==> config.mk <==
export PLATFORM = sky130hd
export DESIGN_NAME = out_fm_st_ctrl
export DESIGN_NICKNAME = d
export VERILOG_FILES = /design/src/rtl/out_fm_pkg.sv /design/src/rtl/out_fm_st_skid_fifo.sv /design/src/rtl/out_fm_st_ctrl.sv
export SDC_FILE = /design/constraint.sdc
export NUM_CORES = 1
export LEC_CHECK = 0
export CORE_ASPECT_RATIO = 0.75
export CORE_MARGIN = 2
export CORE_UTILIZATION = 45
export DETAILED_ROUTE_END_ITERATION = 8
export MAX_ROUTING_LAYER = met4
export PLACE_DENSITY_LB_ADDON = 0.08
export SETUP_SLACK_MARGIN = 0.3
export SYNTH_ARGS = -nofsm -noshare
export SYNTH_HDL_FRONTEND = slang
export SYNTH_SLANG_ARGS = --single-unit
==> constraint.sdc <==
create_clock -name clk -period 9.9 [get_ports clk]
set_input_delay 0.99 -clock clk [delete_from_list [all_inputs] [get_ports clk]]
set_output_delay 0.99 -clock clk [all_outputs]
set_load 0.05 [all_outputs]
==> src/rtl/out_fm_pkg.sv <==
// Shared types for the out-FM store controller.
//   st_state_t    : controller FSM states
//   ST_FIFO_DEPTH : skid FIFO depth (two entries cover the 1-cycle buffer
//                   read latency plus one cycle of write-port response)
//   st_entry_t    : one skid FIFO entry, {memory word address, data}
package out_fm_pkg;

    localparam int ST_FIFO_DEPTH = 2;
    localparam int ST_MW         = 32;
    localparam int ST_DW         = 32;

    typedef enum logic [1:0] {
        IDLE  = 2'd0,
        RUN   = 2'd1,
        FLUSH = 2'd2,
        DONE  = 2'd3
    } st_state_t;

    typedef struct packed {
        logic [ST_MW-1:0] addr;
        logic [ST_DW-1:0] data;
    } st_entry_t;

endpackage

==> src/rtl/out_fm_st_skid_fifo.sv <==
// Two-entry synchronous skid FIFO for the out-FM store path.
//   clk, rst   : clock, async active-high reset (clears contents and count)
//   push       : write push_entry at the tail
//   push_entry : {addr, data} to store
//   pop        : drop the head entry (only asserted while cnt != 0)
//   head       : oldest entry, held stable until popped
//   cnt        : number of valid entries (0..2)
module out_fm_st_skid_fifo
    import out_fm_pkg::*;
(
    input  logic       clk,
    input  logic       rst,
    input  logic       push,
    input  st_entry_t  push_entry,
    input  logic       pop,
    output st_entry_t  head,
    output logic [1:0] cnt
);

    st_entry_t mem [ST_FIFO_DEPTH];
    // Depth is 2, so single-bit pointers toggle between the two slots.
    logic      wptr;
    logic      rptr;

    always_ff @(posedge clk or posedge rst) begin
        if (rst) begin
            wptr <= 1'b0;
            rptr <= 1'b0;
            cnt  <= 2'd0;
            for (int i = 0; i < ST_FIFO_DEPTH; i++) mem[i] <= '0;
        end else begin
            if (push) begin
                mem[wptr] <= push_entry;
                wptr      <= ~wptr;
            end
            if (pop) rptr <= ~rptr;
            case ({push, pop})
                2'b10:   cnt <= cnt + 2'd1;
                2'b01:   cnt <= cnt - 2'd1;
                default: cnt <= cnt;
            endcase
        end
    end

    assign head = mem[rptr];

endmodule

==> src/rtl/out_fm_st_ctrl.sv <==
// Output-feature-map store controller.
// Walks a row_num x col_num tile in row-major order, reads each element from
// the on-chip output buffer (1-cycle latency) and pushes {addr, data} onto a
// valid/ready write port through a 2-entry skid FIFO.
//   clk, rst      : clock, async active-high reset (aborts, no done pulse)
//   start         : one-cycle tile request, honoured in IDLE only
//   base_addr     : memory word address of element (0,0)
//   row_num/col_num : tile dimensions (either zero -> straight to DONE)
//   row_stride    : memory word distance between tile rows
//   buf_rd_en/addr, buf_rd_data : output buffer read port
//   wr_valid/ready/addr/data     : memory write port
//   busy          : high in RUN and FLUSH
//   done          : one-cycle pulse after the last write handshake
module out_fm_st_ctrl
    import out_fm_pkg::*;
#(
    parameter int CW = 16,
    parameter int AW = 16,
    parameter int DW = ST_DW,   // entry width is fixed by st_entry_t
    parameter int MW = ST_MW
) (
    input  logic          clk,
    input  logic          rst,
    input  logic          start,
    input  logic [MW-1:0] base_addr,
    input  logic [CW-1:0] row_num,
    input  logic [CW-1:0] col_num,
    input  logic [MW-1:0] row_stride,
    output logic          buf_rd_en,
    output logic [AW-1:0] buf_rd_addr,
    input  logic [DW-1:0] buf_rd_data,
    output logic          wr_valid,
    input  logic          wr_ready,
    output logic [MW-1:0] wr_addr,
    output logic [DW-1:0] wr_data,
    output logic          busy,
    output logic          done
);

    st_state_t     state, state_nxt;
    logic [CW-1:0] row_n, col_n, row_cnt, col_cnt;
    logic [MW-1:0] stride, row_base, maddr_q;
    logic [AW-1:0] rd_addr;
    logic          inflight;      // buffer read issued last cycle
    logic [1:0]    fifo_cnt;
    logic [1:0]    occ;
    logic          hs, col_last, last_issue;
    st_entry_t     push_entry, head;

    // Credit rule: a read may issue only if its data is guaranteed a FIFO
    // slot, counting entries already stored plus the read in flight. A pop
    // this cycle frees a slot, keeping 1 element/cycle with wr_ready high.
    always_comb begin
        occ        = fifo_cnt + {1'b0, inflight};
        hs         = wr_valid & wr_ready;
        buf_rd_en  = (state == RUN) && ((occ < 2'd2) || hs);
        col_last   = (col_cnt == col_n - CW'(1));
        last_issue = buf_rd_en && col_last && (row_cnt == row_n - CW'(1));
        busy       = (state == RUN) || (state == FLUSH);
        done       = (state == DONE);
        state_nxt  = state;
        case (state)
            IDLE:    if (start)
                         state_nxt = (row_num == '0 || col_num == '0) ? DONE : RUN;
            RUN:     if (last_issue) state_nxt = FLUSH;
            // Last handshake: the only remaining entry pops, nothing in flight.
            FLUSH:   if (hs && fifo_cnt == 2'd1 && !inflight) state_nxt = DONE;
            DONE:    state_nxt = IDLE;
            default: state_nxt = IDLE;
        endcase
    end

    always_ff @(posedge clk or posedge rst) begin
        if (rst) state <= IDLE;
        else     state <= state_nxt;
    end

    // Issue counters. Memory address is row_base + col, with row_base
    // accumulating row_stride on each column wrap (no multiplier).
    always_ff @(posedge clk or posedge rst) begin
        if (rst) begin
            row_n    <= '0;
            col_n    <= '0;
            stride   <= '0;
            row_base <= '0;
            row_cnt  <= '0;
            col_cnt  <= '0;
            rd_addr  <= '0;
            maddr_q  <= '0;
            inflight <= 1'b0;
        end else begin
            inflight <= buf_rd_en;
            if (state == IDLE && start) begin
                row_n    <= row_num;
                col_n    <= col_num;
                stride   <= row_stride;
                row_base <= base_addr;
                row_cnt  <= '0;
                col_cnt  <= '0;
                rd_addr  <= '0;
            end else if (buf_rd_en) begin
                maddr_q <= row_base + MW'(col_cnt);
                rd_addr <= rd_addr + AW'(1);
                if (col_last) begin
                    col_cnt  <= '0;
                    row_cnt  <= row_cnt + CW'(1);
                    row_base <= row_base + stride;
                end else begin
                    col_cnt  <= col_cnt + CW'(1);
                end
            end
        end
    end

    assign buf_rd_addr     = rd_addr;
    assign push_entry.addr = maddr_q;
    assign push_entry.data = buf_rd_data;

    out_fm_st_skid_fifo u_fifo (
        .clk        (clk),
        .rst        (rst),
        .push       (inflight),
        .push_entry (push_entry),
        .pop        (hs),
        .head       (head),
        .cnt        (fifo_cnt)
    );

    assign wr_valid = (fifo_cnt != 2'd0);
    assign wr_addr  = head.addr;
    assign wr_data  = head.data;

endmodule
# After elaboration in Yosys (flattened, before gate mapping)
# Index checks and enable logic that the tools add are counted.
# Widths: inputs -> output; s select.
# word_totals
regBits,311
elab_cells,92
# classes
bitwise,6
addsub,10
mux,23
eq_ne,11
reduce_logical,21
order_cmp,4
# ops
operator,count
$mux 64,4
$bwmux 128,1
$mux 16,8
$mux 32,3
$demux 64 s1,1
$add 16x1->16 const B,3
$add 32x16->32,1
$add 32x32->32,1
$eq 16x16->1,2
$logic_not 16->1,2
$sub 16x1->16 const B,2
$mux 2,4
$pmux 2 s4,1
$reduce_bool 2->1,4
$logic_and 1x1->1,7
$eq 2x1->1 const B,3
$eq 2x2->1 const B,3
$ge 2x2->1 const B,2
$ne 2x2->1 const B,2
$not 1->2,2
$pmux 2 s2,1
$reduce_and 2->1,2
$logic_or 1x1->1,3
$not 1->1,3
other kinds (10),10

# Logic depth before layout (Yosys ltp)
# logic_depth
word_depth,8
ltp_mapped,13
depth_no_buf,12

# Cells and area by module
# A second synthesis with hierarchy kept.
# hier_totals
cells_unflattened,1672
area_unflattened_um2,16886.2
# modules_own_cells
mod,n_inst,seq_area_each_um2,cells_per_inst,area_per_inst_um2
out_fm_st_ctrl,1,4479.3,1318,11173.2
out_fm_st_skid_fifo,1,3303.2,354,5713.0

# Worst setup path after synthesis
# OpenSTA, ideal clock, no wires.
# synth_timing
path_type,flip-flop to flip-flop
start,register col_cnt[0]
end,register maddr_q[30]
arrival_time_ps,3181
n_path_buf,0
setup_slack_ps,6648
stages_incl_launch_ff,13
cell_sequence,dfrtp_1 -> ha_1 -> inv_1 -> fa_1 -> nor2b_1 -> o21ai_0 -> a21boi_0 -> nor4_1 -> o31ai_1 -> a211oi_1 -> or4_1 -> or3_1 -> nand3_1
# synth_via
elab_chain_len,1
# synth_lines
element,line_no,text
from (decl),out_fm_st_ctrl.sv:41,"logic [CW-1:0] row_n, col_n, row_cnt, col_cnt;"
from (signal assigned),out_fm_st_ctrl.sv:109,col_cnt <= col_cnt + CW'(1);
$add 32x16->32,out_fm_st_ctrl.sv:102,maddr_q <= row_base + MW'(col_cnt);
to (signal assigned),out_fm_st_ctrl.sv:102,
to (decl),out_fm_st_ctrl.sv:42,"logic [MW-1:0] stride, row_base, maddr_q;"
# Every way passes these cells.
# A chain may end at the register's enable or synchronous reset.

# Worst setup path after layout
# layout_timing
start,input wr_ready
end,output buf_rd_en
# layout_via
elab_chain_len,3
# layout_lines
element,line_no,text
from (decl),out_fm_st_ctrl.sv:33,"input logic wr_ready,"
$and 1x1->1,out_fm_st_ctrl.sv:55,hs = wr_valid & wr_ready;
named net hs,out_fm_st_ctrl.sv:47,"logic hs, col_last, last_issue;"
$logic_or 1x1->1,out_fm_st_ctrl.sv:56,buf_rd_en = (state == RUN) && ((occ < 2'd2) || hs);
$logic_and 1x1->1,out_fm_st_ctrl.sv:56,
to (decl),out_fm_st_ctrl.sv:29,"output logic buf_rd_en,"
# The timed path passes the listed nets, and every way through them passes these cells.

==> results by group <==
Power
  – VDD IR max: 200 uV
  – Pwr per Cell Area: 227 nW/um^2
  – Leakage: 9.70 nW
  – Post-layout total power: 4.72 mW

Final layout
  – Post-route cell area: 20800 sq um
  – Final Net Count: 2091
  – Area delta synth->final: 22.0%
  – Antenna fix cells: 0
  – Layout cell share with drive strength beyond 1: 14.7%

Timing
  – RSZ-0062 raised after global routing: false
  – Count of final hold-check violations: 0
  – Highest Clock Rate: 238 MHz
  – Worst slew pin tran: 1.04 ns
  – Worst Hold Slack: 0.481 ns
  – Worst setup margin: 5.69 ns
  – Clock Skew: 0.0212 ns
  – Period minus WS final: 4.21 ns
  – Total Neg Setup Slack: 0 ns
  – Slew headroom: 30.2%
  – Fin crit share: 42.5%
  – Max Slew Vio Count: 0
  – Endpoints failing setup: 0

Setup path
  – CP required: 8.91 ns
  – Setup crit end kind: primary output
  – Critical Path Start Type: input pin
  – Worst Path Max Fanout: 10
  – Reg2Reg Setup Slack: 5.82 ns
  – CP Data Arrival Time: 3.22 ns
  – Worst r2r src: col_n[6]
  – Critical path type: in -> out
  – Worst reg-to-reg path cell count: 10
  – Crit Reg-Reg Endpoint: row_base[31]

Synthesis
  – #FFs+latches synth: 311
  – Number of flops mapped to enable cells by yosys: 0
  – Synth unique cells: 66
  – Top-area cell type share of the netlist area: 45.7%
  – Post-synthesis cell area: 17000 sq um
  – Post-Syn Instances: 1718
  – Area contributors post-synth: dfrtp_1, mux2_2, nand2_1
  – Most common flop cell mapped by yosys: dfrtp_1
  – Synth Net Count: 1912
  – FFs w/ async S/R, synth: 100%
  – Avg Cell Area, Syn: 9.90 sq um
  – Synth Warn #: 0
  – Largest area contributor in the netlist: dfrtp_1
  – Sequential share of the synthesized area: 45.7%

Clock network
  – Cts repair resizes: 0
  – Clk_lat worst skew: 0.53 ns
  – CTS tree: done
  – Clk slew on worst S/H paths: 0.06 ns
  – Root Buffer: clkbuf_16
  – Setup bufs post-CTS: 0
  – H-tree depth: 2
  – Hold Buf Count CTS: 0
  – CTS Buf Count: 35
  – Sink Count: 311
  – Clock Tree Buf Depth: 3

Worst hold path
  – Worst min-delay path startpoint: u_fifo.cnt[1]
  – Hold Path End: u_fifo.cnt[1]
  – Worst min-delay path category: reg -> reg
  – WHS Path Cells: 2

Route
  – Initial DRC count: 824
  – Wire per inst: 17.9 um
  – DR vias/cell: 5.42
  – # DRC: 0
  – Drt first pass iters: 5
  – Routed wire length: 43300 um
  – Via count: 13200
  – DRT antenna net count: 0

Die
  – Rows: 61
  – Initial Util: 45.8%
  – Area of the core: 37200 sq um
  – Die Height: 172 um
  – Die area: 39400 sq um
  – Top-Level Pins: 216
  – Die Wd: 229 um

Placed design
  – Worst slack at placement: 5.54 ns
  – Routability congestion estimate from global placement: 0.919
  – DP Area: 19600 sq um
  – HPWL after DPL: 31000 um
  – Port bufs: 215

Status
  – Outcome: completed

Global routing
  – GR Util All Layers: 22.3%
  – Vias in the first global route: 12700
  – GRT Residual Overflow: 0
  – Largest net degree at the start of global routing: 133
  – First-pass GRT wire length: 68400 um
  – Initial antenna violation count: 0

Run
  – Max Cap Viol: 0
==> stage by stage <==
stage | util, % | instances
2_1_floorplan | - | 1718
3_3_place_gp | 52.7 | 2364
5_1_grt | 55.9 | 2428
6_report | 55.9 | 2428
3_5_place_dp | 52.7 | 2364
4_1_cts | 55.9 | 2428
==> where the power goes <==
group	switching (mW)	total [mW]	leakage [nW]	internal, mW
Clock	0.530	1.33	0.587	0.805
Sequential	0.119	1.59	4.10	1.47
Combinational	1.08	1.80	5.02	0.721
==> layout make-up <==
cell class	count	area, sq um
well taps	504	631
inverters	42	165
fillers	3326	16400
repair buffers	225	2230
flip-flops and latches	311	7780
multi-input cells	1282	8770
clock inverters	12	158
clock buffers	52	1030
==> worst max-delay path, cell delays in order <==
cell and delay, ns:
clkdlybuf4s50_1 0.46, nor2b_1 0.35, o21ai_1 0.28, inv_2 0.28, clkdlybuf4s50_1 0.85
==> layout by cell type (no fill, tap or decap), types with 4 or more instances in the layout <==
master	Yosys	routed
or2_2	4	4
a21oi_1	58	58
o211ai_1	5	5
and3_1	30	30
xnor2_1	63	63
mux2_2	194	194
inv_1	40	39
a41oi_1	4	4
clkbuf_8	0	7
clkbuf_16	0	36
dfrtp_1	311	310
or3_1	15	15
nor2_1	88	87
nand4_1	21	21
clkdlybuf4s50_1	0	215
nand2_1	315	312
xor2_1	59	59
or4_1	5	5
nor4_1	16	16
nor3b_1	13	13
clkinv_2	0	5
o311ai_0	11	11
nand2b_1	11	11
clkbuf_1	68	9
o21ai_0	104	104
ha_1	60	60
buf_4	0	10
a31oi_1	33	33
nand3_1	32	32
a211oi_1	8	8
mux2i_1	6	6
nor3_1	23	23
nor2b_1	5	5
o31ai_1	5	5
a21o_1	28	28
o21a_1	10	10
==> flip-flops by register name (all words and copies together) (netlist names) <==
signal	count
buf_rd_addr	16
u_fifo.mem	128
inflight	1
col_cnt	16
u_fifo.cnt	2
u_fifo.rptr	1
row_n	16
col_n	16
state	2
row_base	32
maddr_q	32
u_fifo.wptr	1
stride	32
row_cnt	16
==> worst max-delay path by stage <==
| stage | start | to | slack [ns] | depth (start not counted) |
|---|---|---|---|---|
| final | wr_ready | buf_rd_en | 5.69 | 5 |
| after global routing | wr_ready | buf_rd_en | 5.54 | 5 |
| after floorplan | rst | buf_rd_addr[0] | 0.31 | 1 |
| after global placement | wr_ready | maddr_q[30] | 5.56 | 8 |
| after detailed placement | wr_ready | maddr_q[30] | 5.54 | 8 |
| after CTS | wr_ready | buf_rd_en | 5.64 | 5 |
==> synthesized netlist by cell type (4+ instances only) <==
| cell | number |
|---|---|
| a21o_1 | 28 |
| o21a_1 | 10 |
| or4_1 | 5 |
| and3_1 | 30 |
| buf_2 | 7 |
| o31ai_1 | 5 |
| dfrtp_1 | 311 |
| mux2_2 | 194 |
| or2_2 | 4 |
| nor2_1 | 88 |
| or3_1 | 15 |
| nand2b_1 | 11 |
| nand2_1 | 315 |
| nand3_1 | 32 |
| and2_1 | 4 |
| nor4_1 | 16 |
| a41oi_1 | 4 |
| ha_1 | 60 |
| xnor2_1 | 63 |
| a21oi_1 | 58 |
| o211ai_1 | 5 |
| nand4_1 | 21 |
| nor3b_1 | 13 |
| buf_1 | 7 |
| xor2_1 | 59 |
| nor3_1 | 23 |
| mux2i_1 | 6 |
| nor2b_1 | 5 |
| a211oi_1 | 8 |
| o21ai_0 | 104 |
| o311ai_0 | 11 |
| inv_1 | 40 |
| a31oi_1 | 33 |
| clkbuf_1 | 68 |
==> layer usage <==
metal,global-route usage (%),part of all wire [%]
met4,5.43,2.1
met2,34.1,45
met3,3.12,4.4
met5,-,0
met1,31.5,49
==> cell families (layout without fill, tap and decap cells) <==
kind of cell | count (synthesis) | count (layout) | synth area share [%]
AO/OA/AOI/OAI | 302 | 302 | 11.0
AND/OR/NAND/NOR | 596 | 596 | 16.2
multiplexers | 200 | 200 | 13.2
XOR/XNOR | 122 | 122 | 6.28
buffers and inverters | 125 | 331 | 2.85
adder cells (fa/ha/maj) | 62 | 62 | 4.65
flip-flops | 311 | 311 | 45.7
Power figures use the tool's default switching activity.
